### src/rtl/gate_sweep_pkg.sv
// Shared types and constants for the gate-bank sweep controller.
// Holds the op_sel encodings, the FSM state enum, the sweep result payload,
// the MISR seed/taps and the MISR step helper. The helper is only used when
// GATE_SWEEP_SIG_EN is defined.
package gate_sweep_pkg;

    localparam int unsigned OP_W    = 3;
    localparam int unsigned RESP_W  = 3;
    localparam int unsigned IDX_W   = 3;
    localparam int unsigned NUM_VEC = 8;
    localparam int unsigned CNT_W   = 8;
    localparam int unsigned ERR_W   = 4;
    localparam int unsigned SIG_W   = 8;

    // Expected-function selector. Encodings 5..7 are illegal.
    typedef enum logic [OP_W-1:0] {
        OP_OR   = 3'd0,
        OP_XOR  = 3'd1,
        OP_NAND = 3'd2,
        OP_NOR  = 3'd3,
        OP_XNOR = 3'd4
    } op_e;

    typedef enum logic [1:0] {
        ST_IDLE   = 2'd0,
        ST_DRIVE  = 2'd1,
        ST_SAMPLE = 2'd2,
        ST_DONE   = 2'd3
    } state_e;

    // Sweep result reported to the host.
    typedef struct packed {
        logic             pass;
        logic [ERR_W-1:0] err_cnt;
        logic [IDX_W-1:0] first_fail;
    } result_t;

    localparam logic [SIG_W-1:0] MISR_SEED = 8'hFF;
    // Feedback taps at bits 7, 5, 4 and 3.
    localparam logic [SIG_W-1:0] MISR_TAPS = 8'hB8;

    function automatic logic op_is_legal(input logic [OP_W-1:0] op);
        return op <= OP_XNOR;
    endfunction

    // Shift left, feed back the tap parity into bit 0, then fold in resp.
    function automatic logic [SIG_W-1:0] misr_step(input logic [SIG_W-1:0] s,
                                                   input logic [RESP_W-1:0] r);
        return {s[SIG_W-2:0], ^(s & MISR_TAPS)} ^ SIG_W'(r);
    endfunction

endpackage

### src/rtl/gate_sweep_ctrl_if.sv
// Host/gate-bank signal bundle of the sweep controller.
// master: controller side (drives vectors and results, receives start,
//         op_sel and the gate-bank response).
// slave:  environment side (host plus gate bank).
// sig is present only when GATE_SWEEP_SIG_EN is defined.
interface gate_sweep_ctrl_if;
    import gate_sweep_pkg::*;

    logic                start;
    logic [OP_W-1:0]     op_sel;
    logic [RESP_W-1:0]   resp;
    logic                vec_a;
    logic                vec_b;
    logic                vec_c;
    logic                busy;
    logic                done;
    logic                pass;
    logic [ERR_W-1:0]    err_cnt;
    logic [IDX_W-1:0]    first_fail;
`ifdef GATE_SWEEP_SIG_EN
    logic [SIG_W-1:0]    sig;
`endif

    modport master (
`ifdef GATE_SWEEP_SIG_EN
        output sig,
`endif
        input  start, op_sel, resp,
        output vec_a, vec_b, vec_c, busy, done, pass, err_cnt, first_fail
    );

    modport slave (
`ifdef GATE_SWEEP_SIG_EN
        input  sig,
`endif
        output start, op_sel, resp,
        input  vec_a, vec_b, vec_c, busy, done, pass, err_cnt, first_fail
    );

endinterface

### src/rtl/gate_sweep_ctrl_ref_model.sv
// gate_ref_model: combinational expected output of the gate bank.
// Ports: i_op (function select), i_a/i_b/i_c (vector bits, a = MSB of idx),
//        o_exp_c (expected final output d; 0 for illegal selects).
module gate_ref_model
    import gate_sweep_pkg::*;
(
    input  op_e  i_op,
    input  logic i_a,
    input  logic i_b,
    input  logic i_c,
    output logic o_exp_c
);

    always_comb begin : p_expected
        o_exp_c = 1'b0;
        case (i_op)
            OP_OR:   o_exp_c =   i_a | i_b | i_c;
            OP_XOR:  o_exp_c =   i_a ^ i_b ^ i_c;
            OP_NAND: o_exp_c = ~(i_a & i_b & i_c);
            OP_NOR:  o_exp_c = ~(i_a | i_b | i_c);
            OP_XNOR: o_exp_c = ~(i_a ^ i_b ^ i_c);
            default: o_exp_c = 1'b0;
        endcase
    end

endmodule

### src/rtl/gate_sweep_ctrl.sv
// gate_sweep_ctrl: self-test sequencer for a 3-input gate bank.
// Drives the 8 input vectors in ascending order, holds each for DWELL cycles
// plus one sample cycle, compares resp[0] with the expected function and
// reports pass, mismatch count and first failing vector.
// Ports: clk, rst_n (synchronous, active low), bus (gate_sweep_ctrl_if.master:
//        start/op_sel/resp in; vec_a/b/c, busy, done, pass, err_cnt,
//        first_fail out; sig out when GATE_SWEEP_SIG_EN is defined).
// Parameter: DWELL, hold cycles per vector before sampling, 1..255.
// Option: GATE_SWEEP_SIG_EN adds an 8-bit MISR signature over resp[2:0].
module gate_sweep_ctrl
    import gate_sweep_pkg::*;
#(
    parameter int unsigned DWELL = 4
) (
    input  logic              clk,
    input  logic              rst_n,
    gate_sweep_ctrl_if.master bus
);

    localparam logic [CNT_W-1:0] DWELL_LOAD = CNT_W'(DWELL - 1);
    localparam logic [IDX_W-1:0] LAST_IDX   = IDX_W'(NUM_VEC - 1);
    localparam logic [ERR_W-1:0] ERR_ALL    = ERR_W'(NUM_VEC);

    state_e           r_state;
    state_e           w_state_nxt;
    logic [IDX_W-1:0] r_idx;
    logic [IDX_W-1:0] w_idx_nxt;
    logic [CNT_W-1:0] r_cnt;
    logic [CNT_W-1:0] w_cnt_nxt;
    op_e              r_op;
    op_e              w_op_nxt;
    result_t          r_res;
    result_t          w_res_nxt;
    logic             r_busy;
    logic             w_busy_nxt;
    logic             r_done;
    logic             w_done_nxt;
    logic [IDX_W-1:0] r_vec;
    logic [IDX_W-1:0] w_vec_nxt;
    logic             w_start_ok;
    logic             w_exp;
    logic             w_mismatch;
`ifdef GATE_SWEEP_SIG_EN
    logic [SIG_W-1:0] r_sig;
    logic [SIG_W-1:0] w_sig_nxt;
`else
    // Intermediates only feed the signature.
    logic             w_unused_resp;
    assign w_unused_resp = ^bus.resp[2:1];
`endif

    gate_ref_model u_ref_model (
        .i_op    (r_op),
        .i_a     (r_idx[2]),
        .i_b     (r_idx[1]),
        .i_c     (r_idx[0]),
        .o_exp_c (w_exp)
    );

    assign w_start_ok = op_is_legal(bus.op_sel);
    assign w_mismatch = (r_state == ST_SAMPLE) && (bus.resp[0] != w_exp);

    // State register.
    always_ff @(posedge clk) begin : p_state_reg
        if (!rst_n) begin
            r_state <= ST_IDLE;
        end else begin
            r_state <= w_state_nxt;
        end
    end

    // Next-state logic.
    always_comb begin : p_next_state
        w_state_nxt = r_state;
        case (r_state)
            ST_IDLE: begin
                if (bus.start) begin
                    w_state_nxt = w_start_ok ? ST_DRIVE : ST_DONE;
                end
            end
            ST_DRIVE: begin
                if (r_cnt == '0) begin
                    w_state_nxt = ST_SAMPLE;
                end
            end
            ST_SAMPLE: begin
                w_state_nxt = (r_idx == LAST_IDX) ? ST_DONE : ST_DRIVE;
            end
            ST_DONE: begin
                w_state_nxt = ST_IDLE;
            end
            default: begin
                w_state_nxt = ST_IDLE;
            end
        endcase
    end

    // Datapath and registered-output next values.
    always_comb begin : p_outputs
        w_idx_nxt = r_idx;
        w_cnt_nxt = r_cnt;
        w_op_nxt  = r_op;
        w_res_nxt = r_res;
`ifdef GATE_SWEEP_SIG_EN
        w_sig_nxt = r_sig;
`endif
        case (r_state)
            ST_IDLE: begin
                if (bus.start) begin
`ifdef GATE_SWEEP_SIG_EN
                    w_sig_nxt = MISR_SEED;
`endif
                    w_res_nxt.pass       = 1'b0;
                    w_res_nxt.first_fail = '0;
                    if (w_start_ok) begin
                        w_op_nxt          = op_e'(bus.op_sel);
                        w_idx_nxt         = '0;
                        w_cnt_nxt         = DWELL_LOAD;
                        w_res_nxt.err_cnt = '0;
                    end else begin
                        // Illegal select: report every vector as failing.
                        w_res_nxt.err_cnt = ERR_ALL;
                    end
                end
            end
            ST_DRIVE: begin
                if (r_cnt != '0) begin
                    w_cnt_nxt = r_cnt - CNT_W'(1);
                end
            end
            ST_SAMPLE: begin
                if (w_mismatch) begin
                    if (r_res.err_cnt == '0) begin
                        w_res_nxt.first_fail = r_idx;
                    end
                    w_res_nxt.err_cnt = r_res.err_cnt + ERR_W'(1);
                end
`ifdef GATE_SWEEP_SIG_EN
                w_sig_nxt = misr_step(r_sig, bus.resp);
`endif
                if (r_idx != LAST_IDX) begin
                    w_idx_nxt = r_idx + IDX_W'(1);
                    w_cnt_nxt = DWELL_LOAD;
                end
            end
            ST_DONE: begin
                w_idx_nxt = '0;
            end
            default: begin
                w_idx_nxt = '0;
            end
        endcase

        // Verdict is registered on entry to DONE so it is valid with done.
        if (w_state_nxt == ST_DONE) begin
            w_res_nxt.pass = (w_res_nxt.err_cnt == '0);
        end

        w_busy_nxt = (w_state_nxt == ST_DRIVE) || (w_state_nxt == ST_SAMPLE);
        w_done_nxt = (w_state_nxt == ST_DONE);
        w_vec_nxt  = w_busy_nxt ? w_idx_nxt : '0;
    end

    // Datapath and output registers.
    always_ff @(posedge clk) begin : p_regs
        if (!rst_n) begin
            r_idx  <= '0;
            r_cnt  <= '0;
            r_op   <= OP_OR;
            r_res  <= '0;
            r_busy <= 1'b0;
            r_done <= 1'b0;
            r_vec  <= '0;
`ifdef GATE_SWEEP_SIG_EN
            r_sig  <= MISR_SEED;
`endif
        end else begin
            r_idx  <= w_idx_nxt;
            r_cnt  <= w_cnt_nxt;
            r_op   <= w_op_nxt;
            r_res  <= w_res_nxt;
            r_busy <= w_busy_nxt;
            r_done <= w_done_nxt;
            r_vec  <= w_vec_nxt;
`ifdef GATE_SWEEP_SIG_EN
            r_sig  <= w_sig_nxt;
`endif
        end
    end

    assign bus.vec_a      = r_vec[2];
    assign bus.vec_b      = r_vec[1];
    assign bus.vec_c      = r_vec[0];
    assign bus.busy       = r_busy;
    assign bus.done       = r_done;
    assign bus.pass       = r_res.pass;
    assign bus.err_cnt    = r_res.err_cnt;
    assign bus.first_fail = r_res.first_fail;
`ifdef GATE_SWEEP_SIG_EN
    assign bus.sig        = r_sig;
`endif

endmodule

### src/flat_wrapper.sv
// flat-port wrapper written by rule: the top's interface ports become plain ports
module gate_sweep_ctrl_flat import gate_sweep_pkg::*;
#(
    parameter int unsigned DWELL = 4
)
  (clk, rst_n, bus_start, bus_op_sel, bus_resp, bus_vec_a, bus_vec_b, bus_vec_c, bus_busy, bus_done, bus_pass, bus_err_cnt, bus_first_fail);
  gate_sweep_ctrl_if bus_i ();
  input  logic clk;
  input  logic rst_n;
  input wire logic [$bits(bus_i.start)-1:0] bus_start;
  input wire logic [$bits(bus_i.op_sel)-1:0] bus_op_sel;
  input wire logic [$bits(bus_i.resp)-1:0] bus_resp;
  output wire logic [$bits(bus_i.vec_a)-1:0] bus_vec_a;
  output wire logic [$bits(bus_i.vec_b)-1:0] bus_vec_b;
  output wire logic [$bits(bus_i.vec_c)-1:0] bus_vec_c;
  output wire logic [$bits(bus_i.busy)-1:0] bus_busy;
  output wire logic [$bits(bus_i.done)-1:0] bus_done;
  output wire logic [$bits(bus_i.pass)-1:0] bus_pass;
  output wire logic [$bits(bus_i.err_cnt)-1:0] bus_err_cnt;
  output wire logic [$bits(bus_i.first_fail)-1:0] bus_first_fail;
  assign bus_i.start = bus_start;
  assign bus_i.op_sel = bus_op_sel;
  assign bus_i.resp = bus_resp;
  assign bus_vec_a = bus_i.vec_a;
  assign bus_vec_b = bus_i.vec_b;
  assign bus_vec_c = bus_i.vec_c;
  assign bus_busy = bus_i.busy;
  assign bus_done = bus_i.done;
  assign bus_pass = bus_i.pass;
  assign bus_err_cnt = bus_i.err_cnt;
  assign bus_first_fail = bus_i.first_fail;
  gate_sweep_ctrl #(.DWELL(DWELL)) u_core (.clk(clk), .rst_n(rst_n), .bus(bus_i));
endmodule
### config.mk
export PLATFORM = sky130hd
export DESIGN_NAME = gate_sweep_ctrl_flat
export DESIGN_NICKNAME = d
export VERILOG_FILES = /design/src/rtl/gate_sweep_pkg.sv /design/src/rtl/gate_sweep_ctrl_if.sv /design/src/rtl/gate_sweep_ctrl_ref_model.sv /design/src/rtl/gate_sweep_ctrl.sv /design/src/flat_wrapper.sv
export SDC_FILE = /design/constraint.sdc
export NUM_CORES = 1
export LEC_CHECK = 0
export ABC_AREA = 1
export CAP_MARGIN = 30
export CORE_MARGIN = 5
export CORE_UTILIZATION = 50
export DETAILED_ROUTE_END_ITERATION = 8
export PLACE_DENSITY_LB_ADDON = 0.25
export SLEW_MARGIN = 40
export SYNTH_ARGS = -nofsm -noshare
export SYNTH_HDL_FRONTEND = slang
export SYNTH_HIERARCHICAL = 1
export SYNTH_SLANG_ARGS = --single-unit
### constraint.sdc
create_clock -name clk -period 2.7 [get_ports clk]
set_clock_uncertainty 0.15 [all_clocks]
set_input_delay 0.405 -clock clk [delete_from_list [all_inputs] [get_ports clk]]
set_output_delay 0.405 -clock clk [all_outputs]
set_load 0.05 [all_outputs]
# [Word level (Yosys, flattened, before mapping)]
# Cells that the tools add are included.
[totals] regBits=29 latch_bits=0 mem_bits_rw=0 romBits=0 in_bits=9 out_inout_bits=13 word_cells=81 memories=0
[op_classes] addsub=3 n_mul=0 div=0 order_cmp=1 n_eq_ne=19 shifts=0 n_mux=22 bitwise_logic=9 reduce_logical=17
[ops] op="$mux W8" n=5
[ops] op="$pmux W8 S3" n=1
[ops] op="$pmux W7 S2" n=1
[ops] op="$mux W3" n=4
[ops] op="$pmux W3 S3" n=1
[ops] op="$eq A2 B2 Y1 const B" n=4
[ops] op="$logic_not A4 Y1" n=2
[ops] op="$logic_not A8 Y1" n=1
[ops] op="$mux W2" n=4
[ops] op="$pmux W2 S4" n=1
[ops] op="$reduce_bool A8 Y1" n=1
[ops] op="$sub A8 B1 Y8 const B" n=1
[ops] op="$mux W7" n=1
[ops] op="$eq A3 B2 Y1 const B" n=2
[ops] op="$eq A3 B3 Y1 const B" n=2
[ops] op="$ne A2 B1 Y1 const B" n=3
[ops] op="$ne A2 B2 Y1 const B" n=3
[ops] op="$reduce_bool A2 Y1" n=3
[ops] op="$pmux W1 S5" n=1
[ops] op="$reduce_and A5 Y1" n=1
[ops] op="$add A4 B1 Y4 const B" n=1
[ops] op="$eq A2 B1 Y1 const B" n=2
[ops] op="$mux W4" n=1
[ops] op="$reduce_and A2 Y1" n=2
[ops] op="17 further kinds" n=23

# [Depth between registers and ports, before layout]
# Gate-level depths: netlist of the first run.
[logic_depth] depth_word=10 mapped_depth=19 depth_no_buf=19

# [Hierarchy]
# Netlist of the first run, hierarchy kept.
[by_module_without_submodules] mod="gate_sweep_ctrl" instances=1 cells_each=210 area_each_um2=1456.4 seq_area_each_um2=580.6
[by_module_without_submodules] mod="gate_ref_model" instances=1 cells_each=28 area_each_um2=132.6 seq_area_each_um2=0.0

# [Least setup slack after synthesis of the first run]
# No wires, ideal clock.
[synth_path] path_type="register -> register" from="reg u_core.r_idx[2]" to="reg u_core.r_res, in the netlist u_core/bus.first_fail[0]" setup_ns=0.070 arrival_time_ns=1.847 t_required_ns=2.480 path_slack_ns=0.633 stages_incl_launch_ff=16 path_buffers=0 synth_period_minus_slack_ns=2.067 path_cell_list="dfxtp_1 inv_1 ha_1 inv_1 nand2_1 nand2_1 nor2_1 nor2_1 nand3_2 nand2_1 nand2_1 nand2_1 inv_1 o21ai_0 nand2_1 a21oi_1"
[synth_via] elab_chain_cells=8 word_cells_on_any_way=14 classes_between="eq/ne (2); mux (1); bitwise (9); reduce/logical (2)"
[synth_lines] item="start, declared" line="gate_sweep_ctrl.sv:26" source="logic [IDX_W-1:0] r_idx;"
[synth_lines] item="start signal, assigned" line="gate_sweep_ctrl.sv:178" source="r_idx <= w_idx_nxt;"
[synth_lines] item="$xor A1 B1 Y1 (tied with other cells) (2 in a row)" line="gate_sweep_ctrl_ref_model.sv:18, gate_sweep_ctrl_ref_model.sv:21"
[synth_lines] item="$not A1 Y1, on equally long branches" line="gate_sweep_ctrl_ref_model.sv:21, gate_sweep_ctrl_ref_model.sv:19, gate_sweep_ctrl_ref_model.sv:20"
[synth_lines] item="$pmux W1 S5 *" line="gate_sweep_ctrl_ref_model.sv:16" source="case (i_op)"
[synth_lines] item="net u_core.w_exp" line="gate_sweep_ctrl.sv:41" source="logic w_exp;"
[synth_lines] item="$ne A1 B1 Y1 *" line="gate_sweep_ctrl.sv:61" source="assign w_mismatch = (r_state == ST_SAMPLE) && (bus.resp[0] != w_exp);"
[synth_lines] item="$logic_and A1 B1 Y1 *" line="gate_sweep_ctrl.sv:61"
[synth_lines] item="$ne A2 B1 Y1 (no line) *"
[synth_lines] item="$reduce_and A4 Y1 (no line) *"
[synth_lines] item="end signal, assigned" line="gate_sweep_ctrl.sv:181" source="r_res <= w_res_nxt;"
[synth_lines] item="end, declared" line="gate_sweep_ctrl.sv:32" source="result_t r_res;"
# The timed path passes the listed nets; every way through them passes the cells marked *.
# A chain may end at the register's enable or synchronous reset.

# [Worst setup path after layout of the first run]
[layout_path] from="reg u_core.r_idx[2]" to="reg u_core.r_res, in the netlist u_core/bus.first_fail[2]"
# The elaborated chain is that of the path after synthesis.

==> results of run 1 <==
## cells in the mapped netlist, drive strengths merged
cell type	count	share of area, %
nor2	40	11
nand3b	1	0.47
nand2	62	15
xor2	5	2.8
inv	36	8.5
o211ai	2	0.94
xnor2	1	0.55
ha	7	5.5
a21oi	19	6.0
or2	1	0.39
nand3	21	7.2
clkinv	1	0.24
nand4	3	1.6
nor3	2	0.94
dfxtp	29	37
o21ai	6	1.9
clkbuf	2	0.47
## logic make-up (layout without fill, tap and decap cells)
kind of cell | count (synthesis) | count (layout) | synth area share [%]
compound gates | 27 | 27 | 8.82
xor+xnor | 6 | 6 | 3.31
fa+ha+maj | 7 | 7 | 5.51
buf+inv | 39 | 66 | 9.21
flops | 29 | 29 | 36.5
simple gates | 130 | 130 | 36.6
## metrics by stage
stage | area (um2) | setup WS (ns) | instances | hold WS [ns]
after CTS | 1910 | 0.293 | 309 | 0.321
after floorplan | 1590 | 0.633 | 238 | 0.315
after global routing | 1910 | 0.0659 | 309 | 0.358
after global placement | 1840 | 0.379 | 301 | 0.304
final | 1910 | 0.393 | 309 | 0.321
after detailed placement | 1840 | 0.312 | 301 | 0.306
## how the worst max path moves through the flow
stage,endpoint,depth (start not counted)
3_5_place_dp,u_core/bus.first_fail[0]$_SDFFE_PN0P_,15
3_3_place_gp,u_core/bus.first_fail[1]$_SDFFE_PN0P_,15
4_1_cts,u_core/bus.first_fail[0]$_SDFFE_PN0P_,15
6_report,u_core/bus.first_fail[2]$_SDFFE_PN0P_,15
2_1_floorplan,u_core/bus.first_fail[0]$_SDFFE_PN0P_,15
5_1_grt,u_core/bus.pass$_SDFFE_PN0P_,17
## registers in the layout, indices dropped and copies added, names as in the netlist
register               cells
u_core/r_state             2
u_core/bus.pass            1
u_core/bus.done            1
u_core/r_cnt               8
u_core/r_op                3
u_core/bus.first_fail      3
u_core/r_vec               3
u_core/r_idx               3
u_core/bus.busy            1
u_core/bus.err_cnt         4
## worst max-delay path: stages, from the launching register on
cell and delay (ns):
dfxtp_1 0.41, inv_1 0.06, ha_1 0.30, inv_1 0.06, nand2_1 0.05, nand2_1 0.09
nor2_1 0.04, nor2_1 0.10, nand3_2 0.11, nand2_1 0.08, nand2_1 0.12, nand2_1 0.17
inv_1 0.10, o21ai_1 0.21, nand2_1 0.08, a21oi_1 0.13
## per-layer routing
layer | up-vias | part of all wire (%) | track usage [%] | routed length, um
li1 | 797 | - | - | -
met1 | 623 | 47 | 18.9 | 1460
met2 | 25 | 48 | 25.8 | 1470
met3 | 5 | 3.5 | 4.08 | 109
met4 | 0 | 1.4 | 6.85 | 44
met5 | - | 0 | 0 | 0
## power groups by stage
stage / logic (mW) / clock network [mW] / registers [mW]
final: 0.962 / 0.292 / 0.607
after global routing: 1.08 / 0.329 / 0.623
after CTS: 0.966 / 0.306 / 0.607
after detailed placement: 0.954 / 0 / 0.616
after global placement: 0.947 / 0 / 0.615
after floorplan: 0.659 / 0 / 0.698
## area by class of cell
type / instances / area share, %
clock buffers: 7 / 3.40
clock inverters: 1 / 0.262
inverters: 37 / 7.26
multi-input cells: 170 / 45.1
flip-flops and latches: 29 / 30.4
well taps: 44 / 2.88
repair buffers: 21 / 10.7
==> metrics.yaml, run 1 <==
run_status:
  status: "completed"
setup_path:
  worstPathMaxFanout: 6
  path_class: "register to register"
  reg2reg_depth: 15
  cp.arrival_ns: 2.41
  end_kind: "register"
  r2r-start: "u_core/r_idx[2]$_SDFF_PN0_"
  worstPathRequired_ns: 2.81
  ff2ff_setup_slack_ns: 0.39
  cp-start-kind: "register"
  critPathLaunch: "u_core/r_idx[2]$_SDFF_PN0_"
  r2r_end: "u_core/bus.first_fail[2]$_SDFFE_PN0P_"
cts:
  hold_buffers: 0
  path_clk_slew_ns: 0.09
  cts_setup_buffers: 0
  clock-sinks: 29
  cts_tree: "done"
  clockBufferDepth: 2
  htreeDepth: 2
  insertion_delay_ns: 0.32
  postCtsResizedCells: 0
  root_buffer: "clkbuf_4"
  numCtsBuffers: 5
route:
  vias_per_cell: 4.69
  drt_iter0_drc: 65
  routed_wl_um: 3080
  route.detailed.wl_per_inst_um: 9.95
  dr.pass1.iters: 4
  num_vias: 1450
  ant_nets: 0
  drc_errors: 0
floorplan:
  die_h_um: 66.4
  core_area_um2: 3050
  die_area_um2: 4410
  start_util_pct: 52.0
  placementRows: 20
  num_io_pins: 22
  chipWidth_um: 66.4
timing:
  maxSlewViolCount: 0
  hold_violations: 0
  worst_pin_slew_ns: 0.497
  relSlewSlack_pct: 66.7
  setup_violations: 0
  fin_tns_setup_ns: 0
  rsz0062_at_grt: "no"
  max_freq_mhz: 433
  fin_crit_sh_pct: 85.5
  fin_crit_ns: 2.31
cells_and_area:
  syn2layout_area_growth_pct: 20.3
  nets: 280
  final_cell_mix: "nand2_1 (60), nor2_1 (34), inv_1 (32)"
  fillers: 303
  final_common_cell: "nand2_1"
  final_core_util_pct: 62.6
  drive_above_1_share_pct: 10.2
  antenna_cells: 0
  register_area_um2: 581
  multi_input_comb_area_um2: 862
synth:
  ys_ff_latch: 29
  synthCells: 238
  syn_area_um2: 1590
  synthDistinctLibCells: 25
  synth.net_count: 254
  seq_area_frac_synth_pct: 36.5
  syn_avg_cell_area_um2: 6.68
  yosys_warnings: 6
placement:
  gp_congestion: 0.834
  dp_hpwl_um: 2390
  io_buffers: 19
global_route:
  overflow: 0
  grt_pass1_wl_um: 5310
  grt_max_degree: 12
  grt_usage_pct: 15.6
  grt_pass1_vias: 1275
  antenna_found_initial: 0
hold_path:
  worst_hold_startpoint: "u_core/bus.first_fail[1]$_SDFFE_PN0P_"
  hold_depth: 2
  hp-class: "register to register"
  hold_path_end: "u_core/bus.first_fail[1]$_SDFFE_PN0P_"
power:
  ir_worst_vdd_mv: 0.573
  p_leak_nw: 0.862
  switching_power_uw: 847
  combPwrFrac_pct: 51.7
  p_int_mw: 1.01
  power_density_nw_per_um2: 973
  power_frac_seq_pct: 32.6
  swShare_pct: 45.5
  clock_power_share_pct: 15.7
  p_total_mw: 1.86
run:
  cap_violations: 0
No activity file was read; power rests on OpenSTA's default activity.
==> run 2: changes to the inputs <==
CTS_BUF_LIST = sky130_fd_sc_hd__clkbuf_4   (was not set)
TNS_END_PERCENT = 50   (was not set)
==> run 2 against run 1 <==
Compared with the run above: die area unchanged; clock-buffer cell count decreased by 2; global-route usage increased by 0.14 points; fmax decreased by 0.48%; sequential power about the same.
==> metrics.yaml, run 2 (synthesis gave the netlist of run 1 again) <==
global_route:
  grt_pass1_wl_um: 5340  # was 5310 um
  grt_pass1_vias: 1281  # was 1,275
  overflow: 0  # unchanged
  antenna_found_initial: 0  # unchanged
  grt_max_degree: 12  # unchanged
  grt_usage_pct: 15.8  # was 15.6%
cts:
  hold_buffers: 0  # unchanged
  insertion_delay_ns: 0.32  # about the same
  clock-sinks: 29  # unchanged
  cts_tree: "done"  # unchanged
  clockBufferDepth: 2  # unchanged
  numCtsBuffers: 5  # unchanged
  htreeDepth: 2  # unchanged
  root_buffer: "clkbuf_4"  # unchanged
  path_clk_slew_ns: 0.09  # about the same
route:
  drt_iter0_drc: 64  # was 65
  num_vias: 1457  # was 1,450
  routed_wl_um: 3070  # was 3080 um
  route.detailed.wl_per_inst_um: 9.92  # was 9.95 um
  drc_errors: 0  # unchanged
  ant_nets: 0  # unchanged
  dr.pass1.iters: 4  # unchanged
  vias_per_cell: 4.72  # was 4.69
cells_and_area:
  drive_above_1_share_pct: 9.43  # was 10.2%
  largest_reg_flops: 8  # unchanged
  largest-register: "u_core/r_cnt"  # unchanged
  final_cell_mix: "nand2_1 (60), nor2_1 (34), inv_1 (32)"  # unchanged
  syn2layout_area_growth_pct: 19.1  # was 20.3%
  final_common_cell: "nand2_1"  # unchanged
  nets: 280  # unchanged
  antenna_cells: 0  # unchanged
  multi_input_comb_area_um2: 862  # unchanged
  fillers: 308  # was 303
  register_area_um2: 581  # unchanged
power:
  power_frac_seq_pct: 33.7  # was 32.6%
  combPwrFrac_pct: 53.2  # was 51.7%
  p_leak_nw: 0.850  # was 0.862 nW
  p_int_uw: 957  # was 1.01 mW
  power_density_nw_per_um2: 952  # was 973 nW/um2
  swShare_pct: 46.9  # was 45.5%
  switching_power_uw: 845  # was 847 uW
  clock_power_share_pct: 13.1  # was 15.7%
  ir_worst_vdd_mv: 0.569  # was 0.573 mV
run:
  cap_violations: 0  # unchanged
setup_path:
  worstPathMaxFanout: 6  # unchanged
  reg2reg_depth: 15  # unchanged
  r2r_end: "u_core/bus.first_fail[0]$_SDFFE_PN0P_"  # was u_core/bus.first_fail[2]$_SDFFE_PN0P_
  path_class: "register to register"  # unchanged
  cp.arrival_ns: 2.43  # was 2.41 ns
  critPathLaunch: "u_core/r_idx[2]$_SDFF_PN0_"  # unchanged
  worstPathRequired_ns: 2.81  # about the same
  cp-start-kind: "register"  # unchanged
  ff2ff_setup_slack_ns: 0.38  # was 0.39 ns
  r2r-start: "u_core/r_idx[2]$_SDFF_PN0_"  # unchanged
  end_kind: "register"  # unchanged
timing:
  whs_ns: 0.326  # was 0.321 ns
  maxSlewViolCount: 0  # unchanged
  setup_violations: 0  # unchanged
  fin_crit_ns: 2.32  # was 2.31 ns
  rsz0062_at_grt: "no"  # unchanged
  fin_crit_sh_pct: 85.9  # was 85.5%
  fin_tns_setup_ns: 0  # unchanged
  worst_pin_slew_ns: 0.497  # unchanged
  hold_violations: 0  # unchanged
  max_freq_mhz: 431  # was 433 MHz
  relSlewSlack_pct: 66.7  # unchanged
floorplan:
  die_area_um2: 4410  # unchanged
  placementRows: 20  # unchanged
  num_io_pins: 22  # unchanged
  chipWidth_um: 66.4  # unchanged
  start_util_pct: 52.0  # unchanged
  core_area_um2: 3050  # unchanged
  die_h_um: 66.4  # unchanged
placement:
  gp_congestion: 0.834  # unchanged
  io_buffers: 19  # unchanged
  dp_hpwl_um: 2390  # unchanged
hold_path:
  hold_path_end: "u_core/bus.first_fail[1]$_SDFFE_PN0P_"  # unchanged
  worst_hold_startpoint: "u_core/bus.first_fail[1]$_SDFFE_PN0P_"  # unchanged
  hp-class: "register to register"  # unchanged
  hold_depth: 2  # unchanged
run_status:
  status: "completed"  # unchanged
-- run 2: changes by cell type in the layout (fill, tap and decap cells not counted), sizes merged --
cell and change:
clkbuf -2, clkinv +2
-- run 2: cell type report --
| class | instances | share of cell area, % |
|---|---|---|
| Inverter | 37 | 7.34 |
| Clock buffer | 5 | 1.98 |
| Multi-Input combinational cell | 170 | 45.6 |
| Sequential cell | 29 | 30.7 |
| Timing Repair Buffer | 21 | 10.8 |
| Tap cell | 44 | 2.91 |
| Clock inverter | 3 | 0.661 |
-- run 2: through the flow --
step	setup slack, ns	power [mW]	util [%]	cell area [um2]	instances
after floorplan	0.633	1.36	-	1590	238
after global placement	0.379	1.56	60.3	1840	301
after detailed placement	0.312	1.57	60.3	1840	301
after CTS	0.282	1.82	62.0	1890	309
after global routing	0.0608	1.97	62.0	1890	309
final	0.381	1.80	62.0	1890	309
-- run 2: worst max path at each step --
stage                                                  endpoint  slack (ns)  cells past startpoint
after floorplan           u_core/bus.first_fail[0]$_SDFFE_PN0P_        0.63                     15
after global placement    u_core/bus.first_fail[1]$_SDFFE_PN0P_        0.38                     15
after detailed placement  u_core/bus.first_fail[0]$_SDFFE_PN0P_        0.31                     15
after CTS                 u_core/bus.first_fail[0]$_SDFFE_PN0P_        0.28                     15
after global routing      u_core/bus.first_fail[0]$_SDFFE_PN0P_        0.06                     15
final                     u_core/bus.first_fail[0]$_SDFFE_PN0P_        0.38                     15
-- run 2: repair_timing --
action / 4_1_cts / 5_1_grt
gates resized for setup: 0 / 1
setup endpoints to repair: 0 / 3
setup buffers: 0 / 0
-- run 2: power groups by stage --
| stage | clock network [mW] | logic (mW) | registers, mW |
|---|---|---|---|
| after floorplan | 0 | 0.659 | 0.698 |
| after global placement | 0 | 0.947 | 0.615 |
| after detailed placement | 0 | 0.954 | 0.616 |
| after CTS | 0.248 | 0.963 | 0.606 |
| after global routing | 0.275 | 1.07 | 0.623 |
| final | 0.236 | 0.958 | 0.607 |
-- run 2: worst max-delay path, cell delays in order, from the launching register on --
cell	delay [ns]
dfxtp_1	0.41
inv_1	0.06
ha_1	0.30
inv_1	0.06
nand2_1	0.05
nand2_1	0.09
nor2_1	0.04
nor2_1	0.10
nand3_2	0.11
nand2_1	0.08
nand2_1	0.12
nand2_1	0.17
inv_1	0.10
o21ai_1	0.20
nand2_1	0.08
a21oi_1	0.13
-- run 2: per-layer routing --
metal	up-vias	GRT usage (%)	routed length [um]
met3	5	4.08	89
met5	-	0	0
met1	628	19.4	1480
met4	0	7.61	51
met2	25	25.4	1440
li1	799	-	-
==> run 3: changes to the inputs <==
CORE_UTILIZATION = 51   (was 50)
==> run 3 against run 2 <==
Compared with the run above: largest power group unchanged; hold slack worse by 0.011 ns; utilization grew 0.51 points; sequential power hardly changed.
==> metrics.yaml, run 3 (synthesis gave the netlist of run 1 again) <==
timing:
  worst_pin_slew_ns: 0.509  # was 0.497 ns
  whs_ns: 0.314  # was 0.326 ns
  setup_violations: 0  # unchanged
  rsz0062_at_grt: "no"  # unchanged
  fin_tns_setup_ns: 0  # unchanged
  fin_crit_ns: 2.33  # was 2.32 ns
  maxSlewViolCount: 0  # unchanged
  relSlewSlack_pct: 66.0  # was 66.7%
  fin_ws_ns: 0.367  # was 0.381 ns
  hold_violations: 0  # unchanged
  fin_crit_sh_pct: 86.4  # was 85.9%
  max_freq_mhz: 429  # was 431 MHz
global_route:
  overflow: 0  # unchanged
  grt_max_degree: 12  # unchanged
  antenna_found_initial: 0  # unchanged
  grt_pass1_vias: 1302  # was 1,281
  grt_usage_pct: 16.3  # was 15.8%
  grt_pass1_wl_um: 5460  # was 5340 um
route:
  dr.pass1.iters: 4  # unchanged
  num_vias: 1438  # was 1,457
  drt_iter0_drc: 70  # was 64
  drc_errors: 0  # unchanged
  routed_wl_um: 3070  # about the same
  route.detailed.wl_per_inst_um: 9.95  # was 9.92 um
  vias_per_cell: 4.65  # was 4.72
  ant_nets: 0  # unchanged
floorplan:
  num_io_pins: 22  # unchanged
  die_area_um2: 4330  # was 4410 um2
  core_area_um2: 3030  # was 3050 um2
  placementRows: 20  # unchanged
  chipWidth_um: 65.8  # was 66.4 um
  die_h_um: 65.8  # was 66.4 um
  start_util_pct: 52.5  # was 52.0%
cells_and_area:
  nets: 280  # unchanged
  final_cell_mix: "nand2_1 (60), nor2_1 (34), inv_1 (32)"  # unchanged
  final_area_um2: 1890  # unchanged
  final_common_cell: "nand2_1"  # unchanged
  final_core_util_pct: 62.5  # was 62.0%
  syn2layout_area_growth_pct: 19.1  # unchanged
  finalNonFillerCells: 309  # unchanged
  fillers: 294  # was 308
  largest-register: "u_core/r_cnt"  # unchanged
  antenna_cells: 0  # unchanged
  largest_reg_flops: 8  # unchanged
  register_area_um2: 581  # unchanged
  multi_input_comb_area_um2: 862  # unchanged
  drive_above_1_share_pct: 9.43  # unchanged
power:
  p_leak_nw: 0.850  # unchanged
  power_density_nw_per_um2: 955  # was 952 nW/um2
  p_total_mw: 1.81  # was 1.80 mW
  ir_worst_vdd_mv: 0.611  # was 0.569 mV
setup_path:
  path_cells: "inv_1, ha_1, inv_1, nand2_1, nand2_1, nor2_1, nor2_1, nand3_2, nand2_1, nand2_1, nand2_1, inv_1, o21ai_1, nand2_1, a21oi_1"  # unchanged
  worstPathMaxFanout: 6  # unchanged
  worstPathRequired_ns: 2.80  # was 2.81 ns
  cp_slowest_cell: "dfxtp_1"  # unchanged
  end_kind: "register"  # unchanged
  cpMostUsedCell: "nand2_1"  # unchanged
  cp-start-kind: "register"  # unchanged
  crit_path_max_incr_delay_ns: 0.41  # about the same
  cp.arrival_ns: 2.44  # was 2.43 ns
  path_class: "register to register"  # unchanged
cts:
  cts_tree: "done"  # unchanged
  insertion_delay_ns: 0.33  # was 0.32 ns
  numCtsBuffers: 5  # unchanged
  clockBufferDepth: 2  # unchanged
  root_buffer: "clkbuf_4"  # unchanged
  hold_buffers: 0  # unchanged
  htreeDepth: 2  # unchanged
  clock-sinks: 29  # unchanged
  path_clk_slew_ns: 0.09  # about the same
placement:
  placed_cell_area_um2: 1840  # unchanged
  gp_congestion: 0.836  # was 0.834
  post-place-ws_ns: 0.302  # was 0.312 ns
  dp_hpwl_um: 2430  # was 2390 um
  io_buffers: 19  # unchanged
  dp.cells: 301  # unchanged
run:
  cap_violations: 0  # unchanged
run_status:
  status: "completed"  # unchanged
hold_path:
  hp-class: "register to register"  # unchanged
==> run 3: cell counts in the layout (fill, tap and decap cells not counted) <==
No cell type changed its count.
==> run 3: repair_timing <==
action                                  CTS  global route
buffers inserted                          0             0
gates resized for setup                   0             1
endpoints found under the setup margin    0             2
==> run 3: critical path, delay by kind of cell, from the launching register on <==
family          cells  cell delay (ns)
fa+ha+maj           1             0.30
simple gates        9             0.81
buf+inv             3             0.23
compound gates      2             0.37
flops               1             0.41
==> run 3: metal layers <==
metal	vias up	wire length [um]	part of all wire [%]	global-route usage, %
met4	0	29	0.94	4.66
met3	4	98	3.2	5.10
met5	-	0	0	0
met1	621	1500	49	19.9
li1	797	-	-	-
met2	16	1450	47	27.3
==> run 3: power breakdown <==
| group | leakage [nW] | switching, mW | internal [mW] |
|---|---|---|---|
| logic | 0.584 | 0.617 | 0.342 |
| clock network | 0.0300 | 0.148 | 0.0939 |
| registers | 0.236 | 0.0844 | 0.521 |
| total | 0.850 | 0.850 | 0.957 |
==> run 3: layout make-up <==
class,instances,share of cell area [%]
clock buffer,5,1.98
clock inverter,3,0.661
inverter,37,7.34
multi-input combinational,170,45.6
sequential,29,30.7
tap,44,2.91
timing repair buffer,21,10.8
==> run 3: worst paths after layout <==
check / depth (start not counted) / endpoint / start / slack (ns)
worst max-delay path: 15 / u_core/bus.first_fail[0]$_SDFFE_PN0P_ / u_core/r_idx[2]$_SDFF_PN0_ / 0.37
worst min-delay path: 2 / u_core/bus.first_fail[2]$_SDFFE_PN0P_ / u_core/bus.first_fail[2]$_SDFFE_PN0P_ / 0.31
worst max register to register: 15 / u_core/bus.first_fail[0]$_SDFFE_PN0P_ / u_core/r_idx[2]$_SDFF_PN0_ / 0.37
worst min register to register: 2 / u_core/bus.first_fail[2]$_SDFFE_PN0P_ / u_core/bus.first_fail[2]$_SDFFE_PN0P_ / 0.31
